**src/rtl/counter_seg7_display_pkg.sv**
```systemverilog
// -----------------------------------------------------------------------------
// counter_seg7_display_pkg
//   Shared constants for the 0..12 up/down counter and its 7-segment display
//   stage.
//   - MAX_VAL / ERR_CODE : legal counter range and the "error" code. The
//                          upstream counter reuses both constants.
//   - GLYPH_*            : active-low segment patterns, bit order {g,f,e,d,c,b,a}.
//   - GC_*               : 5-bit glyph codes that the display selects between.
//                          Codes 0..9 are the decimal digits themselves.
// -----------------------------------------------------------------------------
package counter_seg7_display_pkg;

  // Counter value range
  localparam int MAX_VAL  = 12;
  localparam int ERR_CODE = 15;

  // Segment patterns, active-low {g,f,e,d,c,b,a}
  localparam logic [6:0] GLYPH_0     = 7'b1000000;
  localparam logic [6:0] GLYPH_1     = 7'b1111001;
  localparam logic [6:0] GLYPH_2     = 7'b0100100;
  localparam logic [6:0] GLYPH_3     = 7'b0110000;
  localparam logic [6:0] GLYPH_4     = 7'b0011001;
  localparam logic [6:0] GLYPH_5     = 7'b0010010;
  localparam logic [6:0] GLYPH_6     = 7'b0000010;
  localparam logic [6:0] GLYPH_7     = 7'b1111000;
  localparam logic [6:0] GLYPH_8     = 7'b0000000;
  localparam logic [6:0] GLYPH_9     = 7'b0010000;
  localparam logic [6:0] GLYPH_E     = 7'b0000110;
  localparam logic [6:0] GLYPH_R     = 7'b0101111;
  localparam logic [6:0] GLYPH_U     = 7'b1000001;
  localparam logic [6:0] GLYPH_D     = 7'b0100001;
  localparam logic [6:0] GLYPH_DASH  = 7'b0111111;
  localparam logic [6:0] GLYPH_BLANK = 7'b1111111;

  // Glyph codes; 0..9 select the matching decimal digit
  localparam logic [4:0] GC_E     = 5'd10;
  localparam logic [4:0] GC_R     = 5'd11;
  localparam logic [4:0] GC_U     = 5'd12;
  localparam logic [4:0] GC_D     = 5'd13;
  localparam logic [4:0] GC_DASH  = 5'd14;
  localparam logic [4:0] GC_BLANK = 5'd15;

  // Glyph code for a single decimal digit (0..9)
  function automatic logic [4:0] digit_code(input logic [3:0] d);
    return {1'b0, d};
  endfunction

endpackage

```
**src/rtl/counter_seg7_display_glyph.sv**
```systemverilog
// -----------------------------------------------------------------------------
// seg7_glyph
//   Combinational glyph decoder: 5-bit glyph code -> 7-bit active-low segments.
//   Ports:
//     code_i  in  5  glyph code (0..9 digits, GC_E/GC_R/GC_U/GC_D/GC_DASH/GC_BLANK)
//     seg_o   out 7  segments {g,f,e,d,c,b,a}, active-low
//   Unused codes decode to blank so a stray code never lights random segments.
// -----------------------------------------------------------------------------
module seg7_glyph
  import counter_seg7_display_pkg::*;
(
  input  logic [4:0] code_i,
  output logic [6:0] seg_o
);

  always_comb begin
    seg_o = GLYPH_BLANK;
    case (code_i)
      5'd0:    seg_o = GLYPH_0;
      5'd1:    seg_o = GLYPH_1;
      5'd2:    seg_o = GLYPH_2;
      5'd3:    seg_o = GLYPH_3;
      5'd4:    seg_o = GLYPH_4;
      5'd5:    seg_o = GLYPH_5;
      5'd6:    seg_o = GLYPH_6;
      5'd7:    seg_o = GLYPH_7;
      5'd8:    seg_o = GLYPH_8;
      5'd9:    seg_o = GLYPH_9;
      GC_E:    seg_o = GLYPH_E;
      GC_R:    seg_o = GLYPH_R;
      GC_U:    seg_o = GLYPH_U;
      GC_D:    seg_o = GLYPH_D;
      GC_DASH: seg_o = GLYPH_DASH;
      default: seg_o = GLYPH_BLANK;
    endcase
  end

endmodule

```
**src/rtl/counter_seg7_display.sv**
```systemverilog
// -----------------------------------------------------------------------------
// counter_seg7_display
//   Display stage for the 0..12 up/down counter. Drives a 4-digit multiplexed
//   common-anode 7-segment display:
//     d3 = direction glyph ('U' up / 'd' down), d2 = blank,
//     d1 = tens (blank when zero), d0 = ones.
//   Values 13/14 show '-' '-' in d1/d0. Error code 15 shows a blinking "Err".
//   The displayed value/direction are captured once per scan frame so that a
//   digit never changes while it is being scanned.
//
//   Parameters:
//     DIV_W    each digit is lit for 2**DIV_W clk cycles
//     BLINK_W  error blink toggles every 2**BLINK_W clk cycles
//     MAX_VAL  largest legal counter value
//     ERR_CODE counter value meaning "error"
//   Ports:
//     clk     in   1  system clock
//     rst     in   1  asynchronous, active-high reset
//     in_val  in   4  counter value (0..MAX_VAL or ERR_CODE)
//     in_dir  in   1  counter direction (1 = up, 0 = down)
//     an      out  4  digit anodes, active-low one-hot; an[0] = rightmost digit
//     seg     out  7  segments {g,f,e,d,c,b,a}, active-low
//     dp      out  1  decimal point, active-low, always off
// -----------------------------------------------------------------------------
module counter_seg7_display #(
  parameter int DIV_W    = 15,
  parameter int BLINK_W  = 25,
  parameter int MAX_VAL  = counter_seg7_display_pkg::MAX_VAL,
  parameter int ERR_CODE = counter_seg7_display_pkg::ERR_CODE
) (
  input  logic       clk,
  input  logic       rst,
  input  logic [3:0] in_val,
  input  logic       in_dir,
  output logic [3:0] an,
  output logic [6:0] seg,
  output logic       dp
);

  import counter_seg7_display_pkg::*;

  localparam logic [3:0] MAX_V4 = 4'(MAX_VAL);
  localparam logic [3:0] ERR_V4 = 4'(ERR_CODE);

  // ---------------------------------------------------------------------------
  // State
  // ---------------------------------------------------------------------------
  logic [DIV_W+1:0] scan_q,  scan_d;
  logic [BLINK_W:0] blink_q, blink_d;
  logic [3:0]       disp_val_q, disp_val_d;
  logic             disp_dir_q, disp_dir_d;
  logic             disp_err_q, disp_err_d;
  logic [3:0]       an_q,  an_d;
  logic [6:0]       seg_q, seg_d;

  // ---------------------------------------------------------------------------
  // Scan / blink timing
  // ---------------------------------------------------------------------------
  logic [1:0] digit_idx;
  logic       frame_end;
  logic       blink_on;

  assign digit_idx = scan_q[DIV_W+1:DIV_W];
  // Last cycle of the frame (digit 3 about to hand over to digit 0)
  assign frame_end = &scan_q;
  assign blink_on  = ~blink_q[BLINK_W];

  assign scan_d  = scan_q + (DIV_W+2)'(1);
  assign blink_d = blink_q + (BLINK_W+1)'(1);

  // ---------------------------------------------------------------------------
  // Frame latch: input is sampled only at the frame boundary
  // ---------------------------------------------------------------------------
  always_comb begin
    disp_val_d = disp_val_q;
    disp_dir_d = disp_dir_q;
    disp_err_d = disp_err_q;
    if (frame_end) begin
      disp_val_d = in_val;
      disp_dir_d = in_dir;
      disp_err_d = (in_val == ERR_V4);
    end
  end

  // ---------------------------------------------------------------------------
  // Binary -> tens/ones. Legal values never exceed 12, so tens is 0 or 1 and
  // a single compare replaces a divider.
  // ---------------------------------------------------------------------------
  logic       val_legal;
  logic       tens;
  logic [3:0] ones;

  assign val_legal = (disp_val_q <= MAX_V4);
  assign tens      = (disp_val_q >= 4'd10);
  assign ones      = tens ? (disp_val_q - 4'd10) : disp_val_q;

  // ---------------------------------------------------------------------------
  // Digit content mux -> glyph code
  // ---------------------------------------------------------------------------
  logic [4:0] code;
  logic [4:0] dir_code;

  assign dir_code = disp_dir_q ? GC_U : GC_D;

  always_comb begin
    code = GC_BLANK;
    case (digit_idx)
      2'd0: begin
        if (disp_err_q)     code = GC_BLANK;
        else if (val_legal) code = digit_code(ones);
        else                code = GC_DASH;
      end
      2'd1: begin
        if (disp_err_q)     code = GC_R;
        else if (val_legal) code = tens ? digit_code(4'd1) : GC_BLANK;
        else                code = GC_DASH;
      end
      2'd2: begin
        code = disp_err_q ? GC_R : GC_BLANK;
      end
      default: begin
        code = disp_err_q ? GC_E : dir_code;
      end
    endcase
  end

  logic [6:0] glyph_seg;

  seg7_glyph u_glyph (
    .code_i (code),
    .seg_o  (glyph_seg)
  );

  // ---------------------------------------------------------------------------
  // Output next-state. During the dark half of the error blink every anode is
  // off; seg is also blanked so nothing stale is driven onto the bus.
  // ---------------------------------------------------------------------------
  logic blank_all;

  assign blank_all = disp_err_q & ~blink_on;

  always_comb begin
    an_d  = ~(4'b0001 << digit_idx);
    seg_d = glyph_seg;
    if (blank_all) begin
      an_d  = 4'b1111;
      seg_d = GLYPH_BLANK;
    end
  end

  // ---------------------------------------------------------------------------
  // Registers. an and seg share one edge so digits never ghost into each other.
  // ---------------------------------------------------------------------------
  always_ff @(posedge clk or posedge rst) begin
    if (rst) begin
      scan_q     <= '0;
      blink_q    <= '0;
      disp_val_q <= 4'd0;
      disp_dir_q <= 1'b1;
      disp_err_q <= 1'b0;
      an_q       <= 4'b1111;
      seg_q      <= GLYPH_BLANK;
    end else begin
      scan_q     <= scan_d;
      blink_q    <= blink_d;
      disp_val_q <= disp_val_d;
      disp_dir_q <= disp_dir_d;
      disp_err_q <= disp_err_d;
      an_q       <= an_d;
      seg_q      <= seg_d;
    end
  end

  assign an  = an_q;
  assign seg = seg_q;
  assign dp  = 1'b1;

endmodule

```
**config.mk**
```make
export PLATFORM = sky130hd
export DESIGN_NAME = counter_seg7_display
export DESIGN_NICKNAME = d
export VERILOG_FILES = /design/src/rtl/counter_seg7_display_pkg.sv /design/src/rtl/counter_seg7_display_glyph.sv /design/src/rtl/counter_seg7_display.sv
export SDC_FILE = /design/constraint.sdc
export NUM_CORES = 1
export LEC_CHECK = 0
export ABC_AREA = 1
export ABC_CLOCK_PERIOD_IN_PS = 2400
export CAP_MARGIN = 20
export CORE_MARGIN = 2
export CORE_UTILIZATION = 35
export CTS_BUF_LIST = sky130_fd_sc_hd__clkbuf_8 sky130_fd_sc_hd__clkbuf_16
export CTS_CLUSTER_DIAMETER = 120
export DETAILED_ROUTE_END_ITERATION = 8
export DONT_BUFFER_PORTS = 1
export RECOVER_POWER = 50
export SLEW_MARGIN = 40
export SYNTH_ARGS = -nofsm -noshare
export SYNTH_HDL_FRONTEND = slang
export SYNTH_SLANG_ARGS = --single-unit
export TNS_END_PERCENT = 20
```
**constraint.sdc**
```tcl
create_clock -name clk -period 2.4 [get_ports clk]
set_clock_uncertainty 0.2 [all_clocks]
set_input_delay 0.48 -clock clk [delete_from_list [all_inputs] [get_ports clk]]
set_output_delay 0.48 -clock clk [all_outputs]
set_load 0.05 [all_outputs]
```
==> summary.md, run 1 <==
| Metric | Value |
|---|---|
| Status | complete, no violations |
| Post-synthesis cell type count | 30 |
| # IOs | 19 |
| Largest family of logic cells by synthesized area | simple AND/OR/NAND/NOR gates |
| Initial core utilization | 36.4% |
| Most frequent cells in the layout | nand2_1, dfrtp_1, inv_1, nand3_1, xor2_1 |
| Top Usage Layer GRT | met2 |
| Worst R2R End | disp_val_q[1] |
| Max-cap violations | 0 |
| Clock transition at path regs | 0.06 ns |
| Total Routing Usage GR | 12.4% |
| Syn nets | 342 |
| DR vias | 2,077 |
| First-pass GRT wire length | 9.63 mm |
| Slowest CP cell | dfrtp_1 |
| Post-DR wirelength/cell | 11.4 um |
| Max VDD drop | 265 uV |
| Worst setup SP type | flip-flop |
| Die width | 96.9 um |
| Worst rel slew slack | 49.0% |
| GP Congestion | 0.882 |
| Cell taking the most area after synthesis | dfrtp_1 |
| Vias/cell | 4.61 |
| Cell family contributing the most delay on the critical path | simple AND/OR/NAND/NOR gates |
| Std-Cell Rows | 33 |
| CP startpoint | scan_q[0] |
| Slew of the pin with the lowest slew margin | 0.764 ns |
| Dpl hpwl | 3.74 mm |
| Power Density | 615 nW/um2 |
| Initial antenna violation count | 0 |
| Vias in the first global route | 2,244 |
| H-tree levels | 3 |
| Chip height | 96.9 um |
| Post-Synth Adder-Cell Area | 4.14% |
| Worst Setup EP | disp_val_q[1] |
| Core area | 8300 um2 |
| Hold Violations, Final | 0 |
| GRT met1 Usage | 14.3% |
| Nets | 358 |
| Min Tclk post-route | 2.21 ns |
| CP max FO | 8 |
| CTS Buf Count | 9 |
| Worst-Skew Late Latency | 0.33 ns |
| M3 GR Usage | 4.55% |
| Final setup fails | 0 |
| Layout area overhead | 13.1% |
| Routed WL | 5.14 mm |
| Reg2reg start | scan_q[0] |
| CP Cell Sequence | ha_2, nand3_1, nor3b_2, nand2_2, nor3_4, nand4_1, nor2_1, ha_2, buf_4, o21ai_0 |
| 1st-iter DRT viols | 121 |
| Clock Tree Buf Depth | 2 |
| Final slew viol count | 0 |
| Critical path buffers and inverters | 1 |
| DRC viols | 0 |
| Synth Cell Area | 3020 um2 |
| Crit Path Category | flip-flop to flip-flop |
| M2 GR Usage | 21.2% |
| Ant diodes | 0 |
| Final Cycle Share | 92.0% |
| Post-synth top area share | 39.8% |
| Final std cells w/o fill | 451 |
| CP Capture Type | flip-flop |
| I/O Buffers | 0 |
| Largest net degree at the start of global routing | 41 |
| Clk root buf | clkbuf_8 |
| RSZ-0062 raised after global routing | true |
| Hold Worst Slack | 0.0727 ns |
| Share of post-route cells with drive strength above 1 | 16.5% |
| FF-to-FF setup slack | 0.19 ns |
| Post-synthesis sequential area ratio | 50.2% |
| Placed Cells | 433 |
| CP peak stage delay | 0.37 ns |
| Worst Path Arrival | 2.21 ns |
| Simple-Gate Fraction of Synth Area | 27.1% |
| FMAX | 453 MHz |
| Synth top area cells | dfrtp_1, dfstp_2, nand2_1 |
| Hold path startpoint | in_dir |
| Grt ovf | 0 |
| Ys Warns | 0 |
| Post-synthesis compound-gate area fraction | 2.11% |
| Syn Inst Count | 325 |
| P_leak | 0.00172 uW |
| Synthesized area per cell | 9.30 um2 |
| XOR/XNOR share of the synthesized area | 11.0% |
| Number of synthesized register bits | 60 |
| Register-to-Register Path Depth | 10 |
| WP data required | 2.40 ns |
| Critical path depth | 10 |
| HP Class | input port to flip-flop |
| Antenna-violating nets left | 0 |
| Worst path most repeated cell | ha_2 |
| Mux share of post-synthesis cell area | 0% |
| Clock sinks | 60 |
| Initial DRT Pass Iterations | 4 |
| Commonest non-fill, non-tap cell in the layout | nand2_1 |
| DIE AREA | 9390 um2 |
| CTS tree | done |
state kept, by name (all words and copies together), names as in the netlist:
register	cells
seg	7
disp_dir_q	1
disp_err_q	1
scan_q	17
blink_q	26
an	4
disp_val_q	4
what timing repair did:
item,in CTS,in global routing
hold endpoints to repair,9,0
hold buffers,1,0
endpoints found under the setup margin,0,7
resized for setup,0,5
buffers inserted,0,1
synthesized netlist by cell type (all sizes together):
library cell and n:
a21o 1, a21oi 3, buf 1, clkbuf 1, conb 1, dfrtp 48, dfstp 12, ha 10
inv 40, nand2 83, nand3 38, nand3b 2, nand4 8, nor2 24, nor3 7, nor3b 1
o21ai 7, o22ai 1, xnor2 15, xor2 22
cell type report:
type	count	area, um2
Clock buffer	9	124
Tap cell	105	131
Multi-Input combinational cell	223	1340
Clock inverter	7	108
Inverter	40	150
Timing Repair Buffer	7	51.3
Fill cell	821	4880
Sequential cell	60	1520
stage by stage:
stage	area, um2	setup WS, ns	TNS [ns]	utilization [%]	power, uW
after CTS	3430	0.144	0	41.4	2140
after detailed placement	3190	0.154	0	38.5	1060
after global placement	3190	0.240	0	38.5	1060
after floorplan	3020	0.188	0	-	1050
after global routing	3420	-0.0242	-0.0502	41.2	2190
final	3420	0.192	0	41.2	2100
power by group:
part / total (uW) / switching [uW] / internal, uW
combinational: 24.9 / 22.5 / 2.47
clock: 1060 / 386 / 679
sequential: 1010 / 0 / 1010
how the worst min path moves through the flow:
stage,endpoint,slack (ns),depth (start not counted)
2_1_floorplan,scan_q[0],0.22,1
3_3_place_gp,blink_q[14],0.19,1
3_5_place_dp,blink_q[14],0.20,1
4_1_cts,disp_dir_q,0.06,2
5_1_grt,disp_val_q[0],0.06,2
6_report,disp_dir_q,0.07,2
layer usage:
layer  part of all wire [%]  routed length [um]
met1                     46                2380
met2                     49                2500
met3                    4.2                 216
met4                   0.78                  40
met5                      0                   0
logic make-up (layout without fill, tap and decap cells):
family,after synthesis,in the layout
buffers and inverters,42,63
xor gates and xnor gates,37,37
and+or+nand+nor,163,163
other,1,1
AOI/OAI and AO/OA,12,12
DFF,60,60
adders and majority gates,10,10
(Power assumes the default switching activity.)
==> run 2: changes to the inputs <==
DONT_BUFFER_PORTS = default   (was 1)
GPL_ROUTABILITY_DRIVEN = 0   (was default)
==> run 2 against run 1 <==
Net effect:
- clock power decreased by 12%
- non-clock buffer count increased by 15
- register-to-register slack about the same
- final area increased by 3.8%
- sequential cell count unchanged
- critical path type is now flip-flop to output pin
- critical endpoint is now an[3]
- sequential share of layout area decreased by 1.6 points
==> summary.md, run 2 (same netlist as run 1, synthesis figures left out) <==
| Metric | Value |
|---|---|
| Status | complete, no violations |
| Ant diodes | 0 |
| Nets | 373 |
| Cell family contributing the most delay on the critical path | buffers and inverters |
| Final Cycle Share | 96.5% |
| Worst rel slew slack | 49.5% |
| Layout area overhead | 17.4% |
| # IOs | 19 |
| CTS Hold Bufs | 0 |
| Slew of the pin with the lowest slew margin | 0.757 ns |
| Core area | 8300 um2 |
| Routed WL | 5.41 mm |
| Power Density | 557 nW/um2 |
| Share of post-route cells with drive strength above 1 | 15.8% |
| Largest net degree at the start of global routing | 28 |
| DR vias | 2,169 |
| Worst Path Arrival | 1.64 ns |
| Dpl hpwl | 3.97 mm |
| Initial core utilization | 36.4% |
| Power Internal | 1550 uW |
| Largest register FFs | 26 |
| Most frequent cells in the layout | nand2_1, dfrtp_1, inv_1, nand3_1, xor2_1 |
| H-tree levels | 3 |
| Chip height | 96.9 um |
| Min Tclk post-route | 2.32 ns |
| Wl on met1 | 2.51 mm |
| Clock Power Share | 47.0% |
| Vias/cell | 4.65 |
| DRC viols | 0 |
| Final setup fails | 0 |
| Die width | 96.9 um |
| RSZ-0062 raised after global routing | false |
| Worst setup SP type | flip-flop |
| Clk root buf | clkbuf_8 |
| Flop pwr share | 51.2% |
| Vias in the first global route | 2,240 |
| Psw | 427 uW |
| HP Class | flip-flop to flip-flop |
| Sw Share | 21.6% |
| Finished Core Util | 42.7% |
| Biggest register | blink_q |
| CP Capture Type | output pin |
| Worst-Skew Late Latency | 0.33 ns |
| I/O Buffers | 17 |
| Clock Tree Buf Depth | 2 |
| Clock sinks | 60 |
| Clock transition at path regs | 0.07 ns |
| CP peak stage delay | 0.79 ns |
| Highest metal used | met4 |
| Hold Violations, Final | 0 |
| WP data required | 1.72 ns |
| CP max FO | 1 |
| Critical path buffers and inverters | 1 |
| DIE AREA | 9390 um2 |
| Initial antenna violation count | 0 |
| Max VDD drop | 233 uV |
| CTS tree | done |
| CTS Buf Count | 9 |
| Antenna-violating nets left | 0 |
| Hold Worst Slack | 0.248 ns |
| 1st-iter DRT viols | 99 |
| Max-cap violations | 0 |
| Grt ovf | 0 |
| Setup TNS | 0 ns |
| Commonest non-fill, non-tap cell in the layout | nand2_1 |
| Crit Path Category | flip-flop to output pin |
| P_leak | 0.00174 uW |
| Slowest CP cell | clkdlybuf4s50_1 |
| Final slew viol count | 0 |
| Met2 wire len | 2.62 mm |
| Std-Cell Rows | 33 |
| Initial DRT Pass Iterations | 4 |
| Met3 routed WL | 208 um |
| Comb pwr share | 1.8% |
| Post-DR wirelength/cell | 11.6 um |
| Power Total | 1980 uW |
| FMAX | 432 MHz |
| Total Routing Usage GR | 12.8% |
| First-pass GRT wire length | 9.87 mm |
| CP Cell Sequence | clkdlybuf4s50_1 |
run 2: changes by cell type in the layout (fill, tap and decap cells not counted), sizes merged:
cell / previous run / this run
clkbuf: 11 / 14
bufinv: 3 / 1
buf: 4 / 2
clkinvlp: 0 / 1
inv: 42 / 41
clkdlybuf4s50: 0 / 16
run 2: final cells by class:
class / count / area [um2]
clock buffers: 11 / 151
clock inverters: 5 / 51.3
fillers: 826 / 4750
inverters: 40 / 150
multi-input cells: 223 / 1350
flip-flops and latches: 60 / 1520
well taps: 105 / 131
repair buffers: 22 / 199
run 2: worst reg2reg max path, delay by kind of cell (launching register included):
kind                       cells  cell delay (ns)
buffers and inverters          1             0.12
adders and majority gates      2             0.40
and+or+nand+nor                9             0.98
DFF                            1             0.42
run 2: worst paths after layout:
path                                    start          end  slack [ns]  cells past startpoint
min in group asynchronous                 rst  blink_q[18]        0.51                      2
max in group asynchronous                 rst    scan_q[6]        0.37                      3
worst max register to register  disp_val_q[2]       seg[3]        0.19                     12
worst min-delay path                scan_q[0]    scan_q[0]        0.25                      1
worst min register to register      scan_q[0]    scan_q[0]        0.25                      1
worst max-delay path                    an[3]        an[3]        0.08                      1
run 2: routing by layer:
layer	vias up	global-route usage, %
met2	40	21.1
met1	1033	15.5
met3	7	3.11
li1	1089	-
met5	-	0
met4	0	7.04
run 2: what timing repair did:
item,4_1_cts,5_1_grt
buffers inserted,0,0
endpoints found under the setup margin,0,8
resized for setup,0,5
run 2: power groups by stage:
stage                     registers [uW]  clock network [uW]  logic [uW]
after floorplan                     1030                   0        19.7
after global placement              1030                   0        41.4
after detailed placement            1030                   0        41.5
after CTS                           1010                 956        41.6
after global routing                1010                1010        40.8
final                               1010                 930        35.2
run 2: per-stage QoR:
stage	instances	worst slack [ns]	instance area, um2
floorplan	325	0.188	3020
global placement	450	0.175	3360
detailed placement	450	0.0875	3360
CTS	466	0.0529	3560
global route	466	0.00329	3550
finish	466	0.0843	3550
